===== config.mk =====
export PLATFORM = sky130hd
export DESIGN_NAME = pll_reset_sequencer_flat
export DESIGN_NICKNAME = d
export VERILOG_FILES = /design/src/rtl/pll_seq_pkg.sv /design/src/rtl/pll_reset_sequencer_if.sv /design/src/rtl/pll_reset_sequencer_sync_2ff.sv /design/src/rtl/pll_reset_sequencer.sv /design/src/flat_wrapper.sv
export SDC_FILE = /design/constraint.sdc
export NUM_CORES = 1
export LEC_CHECK = 0
export BUFFER_PORTS_ARGS = -buffer_cell sky130_fd_sc_hd__buf_2
export CAP_MARGIN = 30
export CORE_AREA = 2 2 62 64
export DETAILED_ROUTE_END_ITERATION = 8
export DIE_AREA = 0 0 64 66
export GPL_ROUTABILITY_DRIVEN = 0
export PLACE_DENSITY_LB_ADDON = 0.15
export SLEW_MARGIN = 40
export SYNTH_ARGS = -nofsm -noshare
export SYNTH_HDL_FRONTEND = slang
export SYNTH_HIERARCHICAL = 1
export SYNTH_SLANG_ARGS = --single-unit

===== constraint.sdc =====
create_clock -name clkin -period 2.55 [get_ports clkin]
set_input_delay 0.255 -clock clkin [delete_from_list [all_inputs] [get_ports clkin]]
set_output_delay 0.255 -clock clkin [all_outputs]
set_load 0.05 [all_outputs]

===== src/rtl/pll_seq_pkg.sv =====
// Shared types and defaults for the PLL reset sequencer.
//   pll_state_e      : sequencer state encoding (2-bit)
//   *_DEF            : default parameter values (27 MHz input clock)
//   phase_cnt_width(): width of the single phase counter
package pll_seq_pkg;

  typedef enum logic [1:0] {
    PLL_RST   = 2'd0,
    WAIT_LOCK = 2'd1,
    STABLE    = 2'd2,
    RUN       = 2'd3
  } pll_state_e;

  localparam int unsigned PLL_RST_CYCLES_DEF = 16;
  localparam int unsigned LOCK_TIMEOUT_DEF   = 27000;
  localparam int unsigned STABLE_CYCLES_DEF  = 2700;
  localparam int unsigned CNT_W_DEF          = 8;

  // The counter only has to reach (largest limit - 1).
  function automatic int unsigned phase_cnt_width(input int unsigned a,
                                                  input int unsigned b,
                                                  input int unsigned c);
    int unsigned m;
    m = a;
    if (b > m) m = b;
    if (c > m) m = c;
    return (m < 2) ? 1 : $clog2(m);
  endfunction

endpackage


===== src/rtl/pll_reset_sequencer_if.sv =====
// PLL-facing and downstream-facing signals of the reset sequencer.
//   lock_async    : PLL LOCK, asynchronous to clkin
//   pll_reset     : PLL RESET, active high
//   rst_out_n     : downstream reset, active low
//   ready         : high while the sequencer is in RUN
//   lock_loss_cnt : saturating count of lock losses seen in RUN
//   retry_cnt     : saturating count of lock timeouts
//   timeout_pulse : one-cycle pulse per lock timeout
// master = sequencer, slave = PLL wrapper / downstream consumer.
interface pll_reset_sequencer_if
  import pll_seq_pkg::*;
#(
  parameter int unsigned CNT_W = CNT_W_DEF
);
  logic             lock_async;
  logic             pll_reset;
  logic             rst_out_n;
  logic             ready;
  logic [CNT_W-1:0] lock_loss_cnt;
  logic [CNT_W-1:0] retry_cnt;
  logic             timeout_pulse;

  modport master (
    input  lock_async,
    output pll_reset, rst_out_n, ready, lock_loss_cnt, retry_cnt, timeout_pulse
  );

  modport slave (
    output lock_async,
    input  pll_reset, rst_out_n, ready, lock_loss_cnt, retry_cnt, timeout_pulse
  );
endinterface


===== src/rtl/pll_reset_sequencer_sync_2ff.sv =====
// Generic single-bit two-flop synchronizer, synchronous active-low reset to 0.
//   clk_i  : destination clock
//   rst_ni : synchronous reset, active low
//   d_i    : asynchronous input
//   q_o    : synchronized output (2-cycle latency)
module sync_2ff (
  input  logic clk_i,
  input  logic rst_ni,
  input  logic d_i,
  output logic q_o
);
  logic meta_q;
  logic sync_q;

  always_ff @(posedge clk_i) begin
    if (!rst_ni) begin
      meta_q <= 1'b0;
      sync_q <= 1'b0;
    end else begin
      meta_q <= d_i;
      sync_q <= meta_q;
    end
  end

  assign q_o = sync_q;
endmodule


===== src/rtl/pll_reset_sequencer.sv =====
// PLL reset sequencer: pulses PLL RESET, waits for lock (with timeout/retry),
// qualifies lock for STABLE_CYCLES and then releases the downstream reset.
// Any lock loss in RUN restarts the whole sequence.
//   clkin  : 27 MHz input clock (only clock)
//   resetn : synchronous active-low reset
//   bus    : sequencer side of pll_reset_sequencer_if (see interface file)
module pll_reset_sequencer
  import pll_seq_pkg::*;
#(
  parameter int unsigned PLL_RST_CYCLES = PLL_RST_CYCLES_DEF,
  parameter int unsigned LOCK_TIMEOUT   = LOCK_TIMEOUT_DEF,
  parameter int unsigned STABLE_CYCLES  = STABLE_CYCLES_DEF,
  parameter int unsigned CNT_W          = CNT_W_DEF
) (
  input logic                   clkin,
  input logic                   resetn,
  pll_reset_sequencer_if.master bus
);
  localparam int unsigned PH_W =
    phase_cnt_width(PLL_RST_CYCLES, LOCK_TIMEOUT, STABLE_CYCLES);
  localparam logic [PH_W-1:0] RST_LAST = PH_W'(PLL_RST_CYCLES - 1);
  localparam logic [PH_W-1:0] TMO_LAST = PH_W'(LOCK_TIMEOUT - 1);
  localparam logic [PH_W-1:0] STB_LAST = PH_W'(STABLE_CYCLES - 1);

  pll_state_e       state_q;
  logic [PH_W-1:0]  phase_q;
  logic             pll_reset_q;
  logic             rst_out_n_q;
  logic             ready_q;
  logic [CNT_W-1:0] loss_q;
  logic [CNT_W-1:0] retry_q;
  logic             tmo_q;
  logic             lock_s;
  logic             sync_rst_n;

  // The synchronizer is held clear while the PLL is in reset, so a stale
  // LOCK from before the reset pulse can never qualify the new attempt.
  assign sync_rst_n = resetn && (state_q != PLL_RST);

  sync_2ff u_lock_sync (
    .clk_i  (clkin),
    .rst_ni (sync_rst_n),
    .d_i    (bus.lock_async),
    .q_o    (lock_s)
  );

  // Outputs are updated together with the state they belong to, so they
  // change on the same edge as the state transition.
  always_ff @(posedge clkin) begin
    if (!resetn) begin
      state_q     <= PLL_RST;
      phase_q     <= '0;
      pll_reset_q <= 1'b1;
      rst_out_n_q <= 1'b0;
      ready_q     <= 1'b0;
      loss_q      <= '0;
      retry_q     <= '0;
      tmo_q       <= 1'b0;
    end else begin
      tmo_q <= 1'b0;
      case (state_q)
        PLL_RST: begin
          if (phase_q == RST_LAST) begin
            state_q     <= WAIT_LOCK;
            phase_q     <= '0;
            pll_reset_q <= 1'b0;
          end else begin
            phase_q <= phase_q + 1'b1;
          end
        end
        WAIT_LOCK: begin
          if (lock_s) begin
            state_q <= STABLE;
            phase_q <= '0;
          end else if (phase_q == TMO_LAST) begin
            state_q     <= PLL_RST;
            phase_q     <= '0;
            pll_reset_q <= 1'b1;
            tmo_q       <= 1'b1;
            if (retry_q != '1) retry_q <= retry_q + 1'b1;
          end else begin
            phase_q <= phase_q + 1'b1;
          end
        end
        STABLE: begin
          if (!lock_s) begin
            state_q <= WAIT_LOCK;
            phase_q <= '0;
          end else if (phase_q == STB_LAST) begin
            state_q     <= RUN;
            phase_q     <= '0;
            rst_out_n_q <= 1'b1;
            ready_q     <= 1'b1;
          end else begin
            phase_q <= phase_q + 1'b1;
          end
        end
        RUN: begin
          if (!lock_s) begin
            state_q     <= PLL_RST;
            phase_q     <= '0;
            pll_reset_q <= 1'b1;
            rst_out_n_q <= 1'b0;
            ready_q     <= 1'b0;
            if (loss_q != '1) loss_q <= loss_q + 1'b1;
          end
        end
        default: begin
          state_q     <= PLL_RST;
          phase_q     <= '0;
          pll_reset_q <= 1'b1;
          rst_out_n_q <= 1'b0;
          ready_q     <= 1'b0;
        end
      endcase
    end
  end

  assign bus.pll_reset     = pll_reset_q;
  assign bus.rst_out_n     = rst_out_n_q;
  assign bus.ready         = ready_q;
  assign bus.lock_loss_cnt = loss_q;
  assign bus.retry_cnt     = retry_q;
  assign bus.timeout_pulse = tmo_q;
endmodule

===== src/flat_wrapper.sv =====
// flat-port wrapper written by rule: the top's interface ports become plain ports
module pll_reset_sequencer_flat import pll_seq_pkg::*;
#(
  parameter int unsigned PLL_RST_CYCLES = PLL_RST_CYCLES_DEF,
  parameter int unsigned LOCK_TIMEOUT   = LOCK_TIMEOUT_DEF,
  parameter int unsigned STABLE_CYCLES  = STABLE_CYCLES_DEF,
  parameter int unsigned CNT_W          = CNT_W_DEF
)
  (clkin, resetn, bus_lock_async, bus_pll_reset, bus_rst_out_n, bus_ready, bus_lock_loss_cnt, bus_retry_cnt, bus_timeout_pulse);
  pll_reset_sequencer_if #(.CNT_W(CNT_W)) bus_i ();
  input logic clkin;
  input logic resetn;
  input wire logic [$bits(bus_i.lock_async)-1:0] bus_lock_async;
  output wire logic [$bits(bus_i.pll_reset)-1:0] bus_pll_reset;
  output wire logic [$bits(bus_i.rst_out_n)-1:0] bus_rst_out_n;
  output wire logic [$bits(bus_i.ready)-1:0] bus_ready;
  output wire logic [$bits(bus_i.lock_loss_cnt)-1:0] bus_lock_loss_cnt;
  output wire logic [$bits(bus_i.retry_cnt)-1:0] bus_retry_cnt;
  output wire logic [$bits(bus_i.timeout_pulse)-1:0] bus_timeout_pulse;
  assign bus_i.lock_async = bus_lock_async;
  assign bus_pll_reset = bus_i.pll_reset;
  assign bus_rst_out_n = bus_i.rst_out_n;
  assign bus_ready = bus_i.ready;
  assign bus_lock_loss_cnt = bus_i.lock_loss_cnt;
  assign bus_retry_cnt = bus_i.retry_cnt;
  assign bus_timeout_pulse = bus_i.timeout_pulse;
  pll_reset_sequencer #(.PLL_RST_CYCLES(PLL_RST_CYCLES), .LOCK_TIMEOUT(LOCK_TIMEOUT), .STABLE_CYCLES(STABLE_CYCLES), .CNT_W(CNT_W)) u_core (.clkin(clkin), .resetn(resetn), .bus(bus_i));
endmodule

Yosys cells after proc, flatten, opt, wreduce, memory -nomap -nowiden:

Index checks and enable logic that the tools add are counted.

* add/sub/neg operators: 3
* equality and inequality tests: 16
* mux-type cells: 24
* reduce and logical (&&, ||, !) cells: 11
* bitwise operators: 3

Operator list (count)
* $mux 15: 6
* $pmux 15 s4: 1
* $add 8x1->8 const B: 2
* $ne 8x8->1 const B: 2
* $add 15x1->15 const B: 1
* $eq 15x12->1 const B: 1
* $eq 15x15->1 const B: 1
* $eq 15x4->1 const B: 1
* $mux 2: 6
* $reduce_and 4->1: 3
* $mux 1: 8
* $pmux 2 s4: 1
* $ne 2x1->1 const B: 3
* $ne 2x2->1 const B: 3
* $ne 3x2->1 const B: 2
* $reduce_and 5->1: 1
* $eq 2x2->1 const B: 2
* $reduce_bool 2->1: 2
* $not 1->1: 3
* $pmux 1 s3: 1
* $reduce_and 3->1: 1
* $reduce_bool 3->1: 1
* $reduce_or 3->1: 1
* $eq 2x1->1 const B: 1
* other kinds (3): 3

* bits in registers: 38
* word-level logic and storage cells: 66
* output and inout bits: 20
* input bits: 3

Logic depth before layout (Yosys ltp):

* depth after elaboration: 4
* gate-level depth with buffers: 8
* gate-level depth less buffers: 6

By module:

Netlist, hierarchy kept.

By module, submodules not included
* pll_reset_sequencer: sequential area each 720.7 µm², instances 1, cells each 218, area each 1853.0 µm²
* sync_2ff: sequential area each 40.0 µm², instances 1, cells each 4, area each 52.6 µm²

Least setup slack after synthesis:

No wires, ideal clock.

* path kind: reg2reg
* from: register u_core.phase_q[9]
* to: register u_core.phase_q[0]
* buffers on the path: 2
* required time: 2.435 ns
* cell stages (with the launch flop): 8
* path slack: 0.378 ns
* arrival time: 2.057 ns
* setup time: 0.115 ns
* period minus slack after synthesis: 2.172 ns
* cell sequence: dfxtp_1 > or4_1 > or4_1 > buf_4 > nor3b_1 > o31ai_4 > buf_6 > nor2_1

* word-level cells in the longest chain between the ends: 4
* elaborated cells between the ends (all ways): 9
* those cells by class: 3 x eq/ne; 6 x mux

RTL lines
* start: declaration: line pll_reset_sequencer.sv:26 `logic [PH_W-1:0] phase_q;`
* start signal: assignment: line pll_reset_sequencer.sv:68 `phase_q <= phase_q + 1'b1;`
* start signal: assignment: line pll_reset_sequencer.sv:82 `phase_q <= phase_q + 1'b1;`
* start signal: assignment: line pll_reset_sequencer.sv:95 `phase_q <= phase_q + 1'b1;`
* $eq 15x12->1 or $eq 15x15->1 (tied branches): line pll_reset_sequencer.sv:89, pll_reset_sequencer.sv:75
* $mux 15, on equally long branches: line pll_reset_sequencer.sv:89, pll_reset_sequencer.sv:75
* $mux 15, on equally long branches: line pll_reset_sequencer.sv:86, pll_reset_sequencer.sv:72
* $pmux 15 s4 *: line pll_reset_sequencer.sv:61 `case (state_q)`

Every way passes the cells marked *; elsewhere a longest branch is shown, timed or not.
A chain may end at the register's enable or synchronous reset.

Worst setup path in the final report:

* from: register u_core.phase_q[0]
* to: register u_core.state_q[1]

* word-level cells in the longest chain between the ends: 3
* elaborated cells between the ends (all ways): 7
* those cells by class: 6 x eq/ne; 1 x reduce/logical

RTL lines
* $eq 15x12->1, or another cell as far along: line pll_reset_sequencer.sv:89 `end else if (phase_q == STB_LAST) begin`
* $ne 3x2->1 (no source line) or $ne 2x1->1 (tied branches)
* $reduce_and 4->1 (no source line) *
* end signal: assignment: line pll_reset_sequencer.sv:87 `state_q <= WAIT_LOCK;`
* end signal: assignment: line pll_reset_sequencer.sv:90 `state_q <= RUN;`
* end signal: assignment: line pll_reset_sequencer.sv:100 `state_q <= PLL_RST;`
* end: declaration: line pll_reset_sequencer.sv:25 `pll_state_e state_q;`

Marks and branches as above.

==> out/qor.csv <==
stage;metric;value;unit
place;numPortBuffers;22;
floorplan;effective_utilization_at_floorplan;0.537;
yosys;synthesis.area;0.00191;mm^2
sta;setup_ws;342;ps
yosys;post_synth_num_cell_types;40;
floorplan;die-area;0.00422;mm^2
clock_network;clock_tree.root_cell;sky130_fd_sc_hd__clkbuf_4;
pwr;pwr_density_cell;431;mW/mm^2
yosys;muxShareOfSynthArea;0.0210;
yosys;synth_adder_area_share;0.0525;
detailed_routing;routed_wirelength;3.60;mm
global_routing;first_pass_grt_wire_length;6.36;mm
detailed_routing;ant_nets;0;
yosys;syn_area_per_cell;8.58;um^2
critical_path;slowest_delay;530;ps
floorplan;rows;22;
critical_path;slowest_stage;sky130_fd_sc_hd__or4_1;
pwr;leakage;0.000830;uW
sta;worstMarginPinSlew;606;ps
critical_path;worst_setup_path_start_kind;register;
clock_network;cts_max_path_buffers;2;
detailed_routing;detail_route.wl_per_cell;12.1;um
sta;setup_total_negative_slack;0;ps
critical_path;category_of_cells_accounting_for_the_largest_share_of_critical_path_delay;simple AND/OR/NAND/NOR gates;
critical_path;critical_path_sink_type;register;
sta;timing.final.crit_share;0.866;
clock_network;cts-buffers-inserted;5;
layout;nFillCells;337;
global_routing;vias_in_the_first_global_route;1439;
sta;fin_worst_skew;4.90;ps
clock_network;post_cts.resized_instances;0;
place;detailedPlacementHpwl;2.59;mm
clock_network;holdBufCountCts;0;
sta;grt_setup_unrepaired;false;
layout;final-seq-area;761;um^2
detailed_routing;drt_drc_violations_left;0;
floorplan;die_width;64;um
yosys;synth_largest_type_area_fraction;0.399;
clock_network;cts_tree;built;
critical_path;buffers_plus_inverters_on_the_worst_setup_path;1;
sta;hold_viol_final;0;
layout;share_of_post_route_cells_with_drive_strength_above_1;0.149;
yosys;yosysSeqAreaShare;0.399;
floorplan;die_h;66;um
min_path;timing.hold.worst.class;primary input to register;
yosys;dominant_combinational_cell_family_by_area_after_synthesis;simple AND/OR/NAND/NOR gates;
global_routing;pin_count_of_the_biggest_net_entering_global_routing;18;
detailed_routing;detail_route.iter0.violations;68;
yosys;synthFlopType;sky130_fd_sc_hd__dfxtp_1;
layout;syn2layout_area_growth;11.2;%
layout;diodes;0;
layout;nets;260;
clock_network;clkLatencyLatePin;330;ps
global_routing;gr-total-overflow;0;
sta;setup_violations;0;
critical_path;cp_data_required_time;2820;ps
yosys;ys_async_sr_fraction;0;
detailed_routing;avgViaCountPerCell;5.36;
clock_network;cts.repair_timing.setup_buffer_count;0;
floorplan;top_level_ports;23;
layout;area_of_the_multi_input_gates;0.00107;mm^2
yosys;post_synth_and_or_nand_nor_area_fraction;0.310;
sta;max_freq;453;MHz
yosys;postSynthNetCount;233;
run;maxCapViolCount;0;
critical_path;type_of_the_worst_setup_path;register to register;
pwr;worst_ir_drop_vdd;0.321;mV
detailed_routing;vias;1591;
yosys;yosys_warnings;6;
global_routing;groute.usage.overall;0.193;
yosys;post_synthesis_register_bit_count;38;
yosys;synth_top_area_cell;sky130_fd_sc_hd__dfxtp_1;
global_routing;antenna_violations_before_repair;0;
floorplan;placeableCoreArea;0.00355;mm^2
sta;maxSlewHeadroom;0.593;
yosys;post_synth_main_area_contributors;sky130_fd_sc_hd__dfxtp_1 40%, sky130_fd_sc_hd__nor2_1 7.1%, sky130_fd_sc_hd__xnor2_1 6.0%, sky130_fd_sc_hd__xor2_1 5.5%, sky130_fd_sc_hd__ha_1 5.3%;
detailed_routing;drtPass1Iterations;4;
sta;period_minus_slack;2210;ps
sta;slew_violations;0;
status;status;finished clean;
clock_network;clock_tree.htree_level_count;2;
place;preCtsSetupSlack;365;ps
yosys;edff_count_synth;0;
critical_path;cp.arrival;2470;ps
critical_path;cells_traversed_along_the_worst_timing_path;ha_1, nand2_1, or4_1, buf_4, nor2b_1, nor3_1, mux2i_1;
clock_network;clock_sink_count;38;
layout;utilization_after_layout;0.597;
yosys;synth_xor_area_frac;0.115;
yosys;synthesized_instance_count;222;
clock_network;clkTransAtPathRegs;100;ps
critical_path;worstPathMaxFanout;8;
yosys;synth_compound_gate_area_share;0.0643;
report_power, final:
group          internal, uW  total (uW)  leakage [uW]  switching, uW
logic                  10.6        28.5      0.000498           17.9
registers               597         603      0.000307           5.82
clock network           104         282     0.0000254            178
total                   712         913      0.000830            201
per-layer routing:
layer / wire, um / vias up / track usage
met5: 0 / - / 0
met4: 53 / 0 / 0.0652
met3: 170 / 5 / 0.0647
met2: 1670 / 29 / 0.307
met1: 1710 / 736 / 0.244
li1: - / 821 / -
flip-flops by register name (all words and copies together), names as in the netlist:
signal,count
u_core/bus.lock_loss_cnt,8
u_core/bus.pll_reset,1
u_core/bus.ready,1
u_core/bus.retry_cnt,8
u_core/bus.timeout_pulse,1
u_core/phase_q,15
u_core/state_q,2
u_core/u_lock_sync/meta_q,1
u_core/u_lock_sync/q_o,1
cells in the mapped netlist, types with 3 or more instances:
library cell               number
sky130_fd_sc_hd__clkbuf_1       4
sky130_fd_sc_hd__and3_1         5
sky130_fd_sc_hd__o21ai_0        3
sky130_fd_sc_hd__nand2b_1       4
sky130_fd_sc_hd__nand3_1       13
sky130_fd_sc_hd__nor2_1        36
sky130_fd_sc_hd__nor3_1        11
sky130_fd_sc_hd__xor2_1        12
sky130_fd_sc_hd__nand4_1        8
sky130_fd_sc_hd__a21oi_1        4
sky130_fd_sc_hd__or4_1          4
sky130_fd_sc_hd__xnor2_1       13
sky130_fd_sc_hd__mux2i_1        4
sky130_fd_sc_hd__ha_1           8
sky130_fd_sc_hd__dfxtp_1       38
sky130_fd_sc_hd__inv_1          6
sky130_fd_sc_hd__nand2_1       19
path summary, 6_finish.rpt:
kind | from | end | slack, ps | cells past startpoint
worst min-delay path | bus_lock_async | u_core/u_lock_sync/meta_q | 120 | 2
worst min register to register | u_core/u_lock_sync/meta_q | u_core/u_lock_sync/q_o | 450 | 1
worst max register to register | u_core/phase_q[0] | u_core/state_q[1] | 340 | 7
worst max-delay path | u_core/phase_q[0] | u_core/state_q[1] | 340 | 7
area by class of cell:
cell class	count	share of cell area
timing repair buffer	28	0.0732
tap	48	0.0283
sequential	38	0.359
multi-input combinational	169	0.506
inverter	7	0.0124
clock buffer	7	0.0213
per-stage QoR:
stage	total power [uW]	hold slack, ps	instances	cell area (um^2)
final	913	120	297	2120
after floorplan	636	377	222	1910
after detailed placement	645	421	290	2070
after CTS	929	108	297	2120
after global routing	958	101	297	2120
after global placement	645	425	290	2070
logic make-up (layout without fill, tap and decap cells):
kind of cell,count (synthesis),after routing
compound gates,17,17
xor+xnor,25,25
simple gates,115,115
buf+inv,15,42
mux,4,4
fa+ha+maj,8,8
flops,38,38
placed cells by master (no fill, tap or decap), types with 3 or more instances in the layout:
| master | instances |
|---|---|
| sky130_fd_sc_hd__xnor2_1 | 13 |
| sky130_fd_sc_hd__nor2_1 | 36 |
| sky130_fd_sc_hd__buf_2 | 22 |
| sky130_fd_sc_hd__or4_1 | 4 |
| sky130_fd_sc_hd__nand2b_1 | 4 |
| sky130_fd_sc_hd__clkbuf_4 | 5 |
| sky130_fd_sc_hd__nand3_1 | 13 |
| sky130_fd_sc_hd__o21ai_0 | 3 |
| sky130_fd_sc_hd__nand2_1 | 19 |
| sky130_fd_sc_hd__xor2_1 | 12 |
| sky130_fd_sc_hd__mux2i_1 | 4 |
| sky130_fd_sc_hd__dfxtp_1 | 38 |
| sky130_fd_sc_hd__buf_4 | 6 |
| sky130_fd_sc_hd__nand4_1 | 8 |
| sky130_fd_sc_hd__and3_1 | 5 |
| sky130_fd_sc_hd__a21oi_1 | 4 |
| sky130_fd_sc_hd__inv_1 | 6 |
| sky130_fd_sc_hd__nor3_1 | 11 |
| sky130_fd_sc_hd__ha_1 | 8 |
(Power assumes the default switching activity.)
